===== src/rtl/macu_seq.sv =====
// Dot-product sequencer that drives one registered macu (co = xi*wi + ci) and saturates to CW bits.
// Optional stall-cycle counter on perf_stall when MACU_SEQ_PERF_EN is defined.
module macu_seq #(
    parameter int DW      = 8,
    parameter int CW      = 16,
    parameter int LW      = 8,
    parameter int MAC_LAT = 1
) (
    input  logic          clk,
    input  logic          rst,
    input  logic          cmd_valid,
    output logic          cmd_ready,
    input  logic [LW-1:0] cmd_len,
    input  logic [CW-1:0] cmd_bias,
    input  logic          in_valid,
    output logic          in_ready,
    input  logic [DW-1:0] in_x,
    input  logic [DW-1:0] in_w,
    output logic [DW-1:0] mac_xi,
    output logic [DW-1:0] mac_wi,
    output logic [CW-1:0] mac_ci,
    input  logic [CW:0]   mac_co,
    output logic          res_valid,
    input  logic          res_ready,
    output logic [CW-1:0] res_data,
    output logic          res_ovf,
`ifdef MACU_SEQ_PERF_EN
    output logic [15:0]   perf_stall,
`endif
    output logic          busy
);

    localparam int WCW = (MAC_LAT < 2) ? 1 : $clog2(MAC_LAT + 1);

    typedef enum logic [1:0] {
        S_IDLE,
        S_RUN,
        S_DONE
    } state_e;

    state_e         state_q;
    logic [CW-1:0]  acc_q;
    logic [LW-1:0]  rem_q;
    logic [WCW-1:0] wcnt_q;
    logic [WCW-1:0] wcnt_d;
    logic           ovf_q;
    logic           cmd_ready_q;
    logic           res_valid_q;
    logic [CW-1:0]  res_data_q;
    logic           res_ovf_q;

    logic           ret;
    logic           carry;
    logic [CW-1:0]  sat_co;
    logic [CW-1:0]  fb;
    logic           issue;

    // ret marks the cycle in which the single in-flight element is on mac_co.
    assign ret    = (state_q == S_RUN) && (wcnt_q == WCW'(1));
    assign carry  = mac_co[CW];
    assign sat_co = carry ? {CW{1'b1}} : mac_co[CW-1:0];
    assign fb     = ret ? sat_co : acc_q;

    // NOTE: in_ready is decoded from registers only, so it never depends on in_valid.
    assign in_ready = (state_q == S_RUN) && (rem_q != '0) && (wcnt_q <= WCW'(1));
    assign issue    = in_valid && in_ready;

    assign mac_xi = issue ? in_x : '0;
    assign mac_wi = issue ? in_w : '0;
    assign mac_ci = (state_q == S_RUN) ? fb : '0;

    assign busy      = (state_q != S_IDLE);
    assign cmd_ready = cmd_ready_q;
    assign res_valid = res_valid_q;
    assign res_data  = res_data_q;
    assign res_ovf   = res_ovf_q;

    always_comb begin
        wcnt_d = wcnt_q;
        if (issue) begin
            wcnt_d = WCW'(MAC_LAT);
        end else if (wcnt_q != '0) begin
            wcnt_d = wcnt_q - WCW'(1);
        end
    end

    // NOTE: every state register is written with <= so all updates land together at the edge.
    always_ff @(posedge clk) begin
        if (rst) begin
            state_q     <= S_IDLE;
            acc_q       <= '0;
            rem_q       <= '0;
            wcnt_q      <= '0;
            ovf_q       <= 1'b0;
            cmd_ready_q <= 1'b1;
            res_valid_q <= 1'b0;
            res_data_q  <= '0;
            res_ovf_q   <= 1'b0;
        end else begin
            wcnt_q <= wcnt_d;
            case (state_q)
                S_IDLE: begin
                    if (cmd_valid) begin
                        acc_q       <= cmd_bias;
                        rem_q       <= cmd_len;
                        ovf_q       <= 1'b0;
                        cmd_ready_q <= 1'b0;
                        if (cmd_len == '0) begin
                            state_q     <= S_DONE;
                            res_data_q  <= cmd_bias;
                            res_ovf_q   <= 1'b0;
                            res_valid_q <= 1'b1;
                        end else begin
                            state_q <= S_RUN;
                        end
                    end
                end
                S_RUN: begin
                    if (issue) begin
                        rem_q <= rem_q - LW'(1);
                    end
                    if (ret) begin
                        acc_q <= sat_co;
                        ovf_q <= ovf_q | carry;
                        if (rem_q == '0) begin
                            state_q     <= S_DONE;
                            res_data_q  <= sat_co;
                            res_ovf_q   <= ovf_q | carry;
                            res_valid_q <= 1'b1;
                        end
                    end
                end
                S_DONE: begin
                    if (res_ready) begin
                        res_valid_q <= 1'b0;
                        cmd_ready_q <= 1'b1;
                        state_q     <= S_IDLE;
                    end
                end
                default: state_q <= S_IDLE;
            endcase
        end
    end

`ifdef MACU_SEQ_PERF_EN
    logic [15:0] perf_q;

    always_ff @(posedge clk) begin
        if (rst) begin
            perf_q <= '0;
        end else if ((state_q == S_IDLE) && cmd_valid) begin
            perf_q <= '0;
        end else if (in_ready && !in_valid && (perf_q != 16'hFFFF)) begin
            perf_q <= perf_q + 16'd1;
        end
    end

    assign perf_stall = perf_q;
`endif

endmodule


===== config.mk =====
export PLATFORM = sky130hd
export DESIGN_NAME = macu_seq
export DESIGN_NICKNAME = d
export VERILOG_FILES = /design/src/rtl/macu_seq.sv
export SDC_FILE = /design/constraint.sdc
export NUM_CORES = 1
export LEC_CHECK = 0
export CAP_MARGIN = 15
export CORE_AREA = 2 2 140 74
export CTS_CLUSTER_DIAMETER = 60
export DETAILED_ROUTE_END_ITERATION = 8
export DIE_AREA = 0 0 142 76
export GPL_TIMING_DRIVEN = 0
export MAX_ROUTING_LAYER = met4
export PLACE_DENSITY = 0.65
export SLEW_MARGIN = 10
export SYNTH_ARGS = -nofsm -noshare
export SYNTH_HDL_FRONTEND = slang
export SYNTH_SLANG_ARGS = --single-unit

===== constraint.sdc =====
create_clock -name clk -period 5.15 [get_ports clk]
set_clock_uncertainty 0.2 [all_clocks]
set_input_delay 0.515 -clock clk [delete_from_list [all_inputs] [get_ports clk]]
set_output_delay 0.515 -clock clk [all_outputs]
set_load 0.05 [all_outputs]

Word level (Yosys, flattened, before mapping) --
Cells that the tools add are included.
Word-level totals: flip-flop bits (word level) 47, word-level logic and storage cells 79
Cells by class: add/subtract/negate cells 2, order comparisons 1, equal/unequal tests 8, multiplexer cells 39, bitwise gates (word level) 1, reduce and logical (&&, ||, !) cells 19
Operator list (count):
- 2-to-1 mux 16 bit | 8
- case mux 16 bit (2 select lines) | 2
- 2-to-1 mux 8 bit | 4
- logical NOT 8 bit | 2
- case mux 8 bit (2 select lines) | 1
- 2-to-1 mux 1 bit | 14
- 2-to-1 mux 2 bit | 5
- != test 2 bit (second input constant) | 5
- AND reduction 3 bit | 3
- nonzero test 8 bit | 1
- subtractor 8 x 1 -> 8 bit (second input constant) | 1
- case mux 1 bit (2 select lines) | 3
- case mux 2 bit (3 select lines) | 1
- AND reduction 6 bit | 1
- nonzero test 2 bit | 3
- AND reduction 5 bit | 1
- logical AND 1 bit | 4
- AND reduction 4 bit | 1
- case mux 1 bit (3 select lines) | 1
- nonzero test 3 bit | 1
- equality test 2 x 1 -> 1 bit (second input constant) | 1
- equality test 2 bit (second input constant) | 1
- logical NOT 2 bit | 1
- != test 2 x 1 -> 1 bit (second input constant) | 1
- other kinds (4) | 4

Longest topological paths before layout --
Gate-level depths: netlist (run 1).
depth in word-level cells 6, depth in mapped cells 9, mapped depth without buffers 6

Worst setup path before layout (run 1) --
No wires, ideal clock.
kind input-to-output, start point input port mac_co[16], end point output port mac_ci[10], arrival time 2418 ps, slack 2017 ps, cell stages on the path 4, buffers on the path 2, path through clkbuf_1 buf_1 nor2_1 a211oi_1
Between the ends: word-level cells in the longest chain between the ends 3
RTL lines:
- from (decl) | RTL line 22 | input logic [CW:0] mac_co,
- 2-to-1 mux 16 bit | RTL line 61 | assign sat_co = carry ? {CW{1'b1}} : mac_co[CW-1:0];
- 2-to-1 mux 16 bit
- 2-to-1 mux 16 bit | RTL line 70 | assign mac_ci = (state_q == S_RUN) ? fb : '0;
- to (decl) | RTL line 21 | output logic [CW-1:0] mac_ci,
No other way between the ends.

Final worst setup path (run 1) --
start point register state_q[1], end point output port mac_wi[6]
Between the ends: word-level cells in the longest chain between the ends 5
RTL lines:
- from (decl) | RTL line 41 | state_e state_q;
- from (signal assigned) | RTL line 90 | state_q <= S_IDLE;
- from (signal assigned) | RTL line 109 | state_q <= S_DONE;
- from (signal assigned) | RTL line 114 | state_q <= S_RUN;
- equality test 2 x 1 -> 1 bit | RTL line 65 | assign in_ready = (state_q == S_RUN) && (rem_q != '0) && (wcnt_q <= WCW'(1));
- logical AND 1 bit (2 in series) | RTL line 65
- logical AND 1 bit | RTL line 66 | assign issue = in_valid && in_ready;
- 2-to-1 mux 8 bit | RTL line 69 | assign mac_wi = issue ? in_w : '0;
- to (decl) | RTL line 20 | output logic [DW-1:0] mac_wi,
No other way between the ends.

==> flow_summary_export.csv, run 1 <==
group,metric,value,unit
status,outcome,"finished clean",
cts,clockBufferDepth,2,
cts,cts_sinks,47,
cts,cts_buffers,5,
setup_path,cp-end-kind,"output port",
sta,final.min_clock_period,3770,ps
pwr,p_seq_share,23.1,%
cts,ctsHoldBuffers,0,
setup_path,worstPathArrival,3060,ps
setup_path,r2r_cells,8,
run,drv_cap,0,
cts,cts.clk_slew.worst_paths,70,ps
global_routing,grt_pass1_vias,3195,
pwr,p_comb_share,61.8,%
synthesis,netlist_top_cells_count,"nand2_1, dfxtp_1, nor2_1",
synthesis,ys_ff_latch,47,
setup_path,crit_fanout,10,
setup_path,start_kind,"flip-flop",
global_routing,grt_pass1_wl,17400,microns
sta,setup_violations,0,
global_routing,grt_overflow,0,
layout,syn2layout_area_growth,51.6,%
synthesis,yosysWarnings,0,
floorplanning,core_area,9730,sq um
layout,fin_area,4270,sq um
floorplanning,die_w,142,microns
detailed_routing,drt_iter0_markers,375,
place,gp_congestion,0.926,
detailed_routing,remaining_drc_errors,0,
layout,drive_gt1_share,8.49,%
pwr,p_switching,1310,uW
setup_path,cpMostUsedCell,"clkbuf_1",
synthesis,synth_ff_type,"dfxtp_1",
place,port_buffers,112,
setup_path,r2r_end,"res_data[7]",
detailed_routing,wl,11200,microns
synthesis,synth-edff-count,0,
synthesis,syn-num-nets,430,
global_routing,track_usage,21.1,%
setup_path,rr_startpoint,"rem_q[0]",
cts,h-tree-depth,2,
layout,fin_nets,549,
sta,relSlewSlack,54.0,%
min_path,hold-path-endpoint,"res_data[10]",
floorplanning,start_util,28.9,%
synthesis,yosysSeqAreaShare,33.4,%
min_path,hold_class,"reg2reg",
detailed_routing,wl_per_cell,18.4,microns
pwr,p_per_area,613,nW/um^2
synthesis,synth.most_common_cell,"nand2_1",
synthesis,synth.cell_area,2820,sq um
floorplanning,die_area,10800,sq um
synthesis,synth_cells,363,
sta,finalCritPeriodShare,73.3,%
detailed_routing,routed_via_density,5.54,
setup_path,path_delay_family,"buffers and inverters",
setup_path,crit_type,"reg2out",
sta,tightest_slew,684,ps
synthesis,synth.largest_area_cell,"dfxtp_1",
setup_path,required,4430,ps
pwr,p_clk_share,15.0,%
setup_path,crit_chain,"inv_1 -> ha_1 -> buf_2 -> clkbuf_1 -> o211a_1 -> clkbuf_1 -> and2_1 -> clkdlybuf4s50_1",
floorplanning,die-height,76,microns
sta,fmax,265,MHz
setup_path,ff2ff_setup_slack,2720,ps
pwr,peakVddDrop,0.000286,V
cts,cts_tree,"built",
layout,nFillCells,946,
min_path,hp-start,"res_data[10]",
setup_path,path_buf_inv,5,
cts,clockRootBuffer,"clkbuf_16",
detailed_routing,vias,3375,
layout,n_antenna_cell,0,
synthesis,netlist.area_leader.share,33.4,%
sta,rsz0062_at_grt,"false",
detailed_routing,final_antenna_net_count,0,
cts,post_cts_buffers,0,
floorplanning,rows,26,
synthesis,synth_cell_types,47,
place,place_hpwl,8720,microns
sta,finalHoldViolCount,0,
min_path,hold_path_depth,2,
synthesis,ys_top_cells_by_area,"dfxtp_1, nand2_1, o221a_2",
pwr,power_leakage,0.00153,uW
pwr,swShare,50.1,%
setup_path,crit_start,"state_q[1]",
detailed_routing,first_pass_iters,5,
setup_path,crit_slowest_cell,"clkdlybuf4s50_1",
global_routing,antenna_found_initial,0,
global_routing,grt_max_degree,15,
sta,fin_setup_tns,0,ps
place,placed_cell_area,4090,sq um
sta,drv_slew,0,
pwr,power.internal,1310,uW
cts,ctsResizeCount,0,
synthesis,async_reset_ff_share,0,%
synthesis,synth_area_per_cell,7.76,sq um
setup_path,critical-path-max-stage-delay,800,ps
floorplanning,pin_count,115,
cts,clock_latency,290,ps
-- per-stage QoR --
stage / hold WS [ps] / total power (uW) / std cells / worst slack (ps) / utilization (%)
floorplan: 252 / 1680 / 363 / 2020 / -
global placement: 263 / 2170 / 601 / 1680 / 42.1
detailed placement: 269 / 2200 / 601 / 1660 / 42.1
CTS: 280 / 2590 / 609 / 1400 / 43.9
global route: 288 / 2760 / 609 / 1190 / 43.9
finish: 283 / 2620 / 609 / 1380 / 43.9
-- layout by cell type (no fill, tap or decap), drive strengths merged, types with 2 or more instances in the layout --
master         netlist  layout
nor2                37      37
a211oi              19      19
a31o                 2       2
nand3                2       2
or4b                 2       2
o211a                2       2
dfxtp               47      47
nor2b                7       7
and2                17      17
o221a               16      16
mux2                 2       2
a21oi               26      26
a31oi                3       3
o211ai               4       4
or4                  3       3
clkbuf              22      28
o21a                 2       2
buf                 12      12
nand2               53      53
nor3                 5       5
o2111ai             18      18
clkinv               1       2
or3                  2       2
inv                  7       7
ha                   5       5
o21ai               27      27
clkdlybuf4s50        0     112
a221oi               2       2
nor4                 4       4
a41oi                2       2
-- cells by family after synthesis --
logic type,count (synthesis),synth area share [%]
AOI/OAI and AO/OA,129,33.7
adders and majority gates,5,2.22
buffers and inverters,42,6.49
DFF,47,33.4
muxes,3,1.16
and+or+nand+nor,137,23.0
-- worst min-delay path, stage by stage (launching register included) --
cell and delay, ps:
dfxtp_1 310, o21ai_0 60, a21oi_1 60
-- layer usage --
metal	GRT usage, %	up-vias	wire, microns
met2	29.4	206	4590
met5	-	-	0
li1	-	1586	-
met3	5.59	8	1180
met1	31.1	1575	5370
met4	2.80	0	63
-- layout make-up --
| cell class | count | area, sq um | area share (%) |
|---|---|---|---|
| clock buffers | 6 | 139 | 3.25 |
| clock inverters | 2 | 35.0 | 0.821 |
| flip-flops and latches | 47 | 941 | 22.0 |
| plain buffers | 34 | 153 | 3.58 |
| inverters | 8 | 30.0 | 0.704 |
| well taps | 126 | 158 | 3.69 |
| multi-input cells | 274 | 1690 | 39.6 |
| repair buffers | 112 | 1120 | 26.3 |
-- worst max path at each step --
stage	cells past startpoint	to	slack, ps
global route	8	mac_wi[3]	1190
detailed placement	5	mac_ci[12]	1660
global placement	5	mac_ci[13]	1680
finish	8	mac_wi[6]	1380
CTS	8	mac_wi[6]	1400
floorplan	4	mac_ci[10]	2020
-- registers in the layout, indices dropped and copies added, names as in the netlist --
register and cells:
acc_q 16, res_valid 1, res_ovf 1, cmd_ready 1, state_q 2, ovf_q 1, wcnt_q 1, rem_q 8
res_data 16
-- power by group through the flow --
stage          logic (uW)  registers, uW  clock network (uW)
6_report             1620            606                 393
5_1_grt              1730            620                 405
4_1_cts              1600            603                 389
3_5_place_dp         1590            607                   0
3_3_place_gp         1560            603                   0
2_1_floorplan         909            774                   0
(Power assumes the default switching activity.)
==> run 2, diff against run 1 <==
PLACE_DENSITY = 0.67   (was 0.65)
clock period = 3.1 ns   (was 5.15 ns; I/O delays follow)
==> flow_summary_export.csv, run 2 (synthesis results as in run 1) <==
group,metric,value,unit
setup_path,required,2590,ps
place,port_buffers,112,
sta,setup_violations,0,
pwr,power_leakage,0.00162,uW
setup_path,crit_slowest_cell,"or4b_1",
global_routing,grt_pass1_wl,17600,microns
cts,cts_sinks,47,
min_path,hold_class,"reg2reg",
detailed_routing,drt_iter0_markers,366,
pwr,p_seq_share,24.1,%
cts,h-tree-depth,2,
layout,fin_area,4120,sq um
place,gp_congestion,0.967,
sta,rsz0062_at_grt,"true",
sta,final.min_clock_period,3050,ps
setup_path,worstPathArrival,2540,ps
detailed_routing,final_antenna_net_count,0,
cts,clock_latency,290,ps
sta,fin_ws,51.0,ps
place,placed_cell_area,4090,sq um
detailed_routing,vias,3423,
place,place_hpwl,8790,microns
pwr,p_clk_share,12.5,%
cts,clockRootBuffer,"clkbuf_16",
setup_path,critical-path-max-stage-delay,440,ps
floorplanning,start_util,28.9,%
pwr,p_switching,2170,uW
detailed_routing,first_pass_iters,5,
cts,ctsHoldBuffers,0,
sta,drv_slew,0,
cts,cts_buffers,5,
global_routing,antenna_found_initial,0,
place,dp.cells,601,
sta,fmax,328,MHz
cts,cts.clk_slew.worst_paths,60,ps
floorplanning,pin_count,115,
cts,cts_tree,"built",
layout,syn2layout_area_growth,46.4,%
sta,finalHoldViolCount,0,
cts,post_cts_buffers,0,
global_routing,track_usage,21.4,%
run,drv_cap,0,
sta,tightest_slew,714,ps
setup_path,cpMostUsedCell,"clkbuf_2",
floorplanning,die_w,142,microns
place,place_ws,-174,ps
sta,fin_setup_tns,0,ps
floorplanning,core_area,9730,sq um
floorplanning,die_area,10800,sq um
layout,n_antenna_cell,0,
detailed_routing,routed_via_density,5.64,
setup_path,cp-end-kind,"output port",
pwr,peakVddDrop,0.000545,V
pwr,p_comb_share,63.5,%
floorplanning,die-height,76,microns
sta,relSlewSlack,52.2,%
sta,timing.hold.ws,286,ps
status,outcome,"finished clean",
setup_path,crit_fanout,10,
layout,final_common_cell,"clkdlybuf4s50_1",
global_routing,grt_overflow,0,
setup_path,path_buf_inv,4,
detailed_routing,wl_per_cell,18.8,microns
setup_path,crit_type,"reg2out",
sta,finalCritPeriodShare,98.4,%
cts,clockBufferDepth,2,
detailed_routing,remaining_drc_errors,0,
pwr,p_per_area,1010,nW/um^2
layout,drive_gt1_share,13.1,%
layout,mostFrequentLayoutCells,"clkdlybuf4s50_1, nand2_1, dfxtp_1",
setup_path,crit_chain,"inv_1 -> ha_1 -> or4b_1 -> clkbuf_2 -> o211a_4 -> clkbuf_2 -> and2_1 -> clkdlybuf4s15_2",
setup_path,start_kind,"flip-flop",
pwr,swShare,51.9,%
floorplanning,rows,26,
detailed_routing,wl,11400,microns
pwr,power.internal,2010,uW
setup_path,path_delay_family,"buffers and inverters",
layout,stdcell_count,607,
global_routing,grt_pass1_vias,3255,
layout,fin_nets,549,
global_routing,grt_max_degree,13,
run 2: area by class of cell:
class                      count  area [sq um]
buffer                        34           155
clock buffer                   6           129
tap                          126           158
sequential                    47           941
multi-input combinational    274          1700
inverter                       8          30.0
fill                         994          5600
timing repair buffer         112          1010
run 2: worst paths after layout:
kind | start | end | slack [ps] | cells after the start
setup / recovery | rem_q[0] | mac_xi[6] | 50 | 8
hold / removal | res_data[6] | res_data[6] | 290 | 2
hold reg to reg | res_data[6] | res_data[6] | 290 | 2
setup reg to reg | rem_q[0] | res_data[3] | 610 | 7
run 2: tightest hold or removal path, stage by stage (launching register included):
cell	delay, ps
dfxtp_1	310
o21ai_0	70
a21oi_1	60
run 2: power groups by stage:
stage	combinational [uW]	clock, uW	sequential (uW)
detailed placement	2660	0	1000
global route	2850	556	1030
floorplan	1510	0	1290
CTS	2620	523	997
finish	2660	521	1010
global placement	2610	0	1000
run 2: repair_timing:
action,in CTS,in global routing
gates cloned,0,0
resized for setup,70,45
setup endpoints to repair,31,31
run 2: routing by layer:
| metal | track usage [%] | routed length (microns) | vias up |
|---|---|---|---|
| met5 | - | 0 | - |
| met4 | 5.20 | 108 | 0 |
| met3 | 5.66 | 1160 | 14 |
| met2 | 29.0 | 4590 | 219 |
| met1 | 31.4 | 5550 | 1608 |
| li1 | - | - | 1582 |
run 2: stage by stage:
| stage | total power, uW | utilization (%) |
|---|---|---|
| final | 4180 | 42.4 |
| after global routing | 4430 | 42.4 |
| after CTS | 4140 | 42.7 |
| after detailed placement | 3660 | 42.1 |
| after global placement | 3610 | 42.1 |
| after floorplan | 2800 | - |
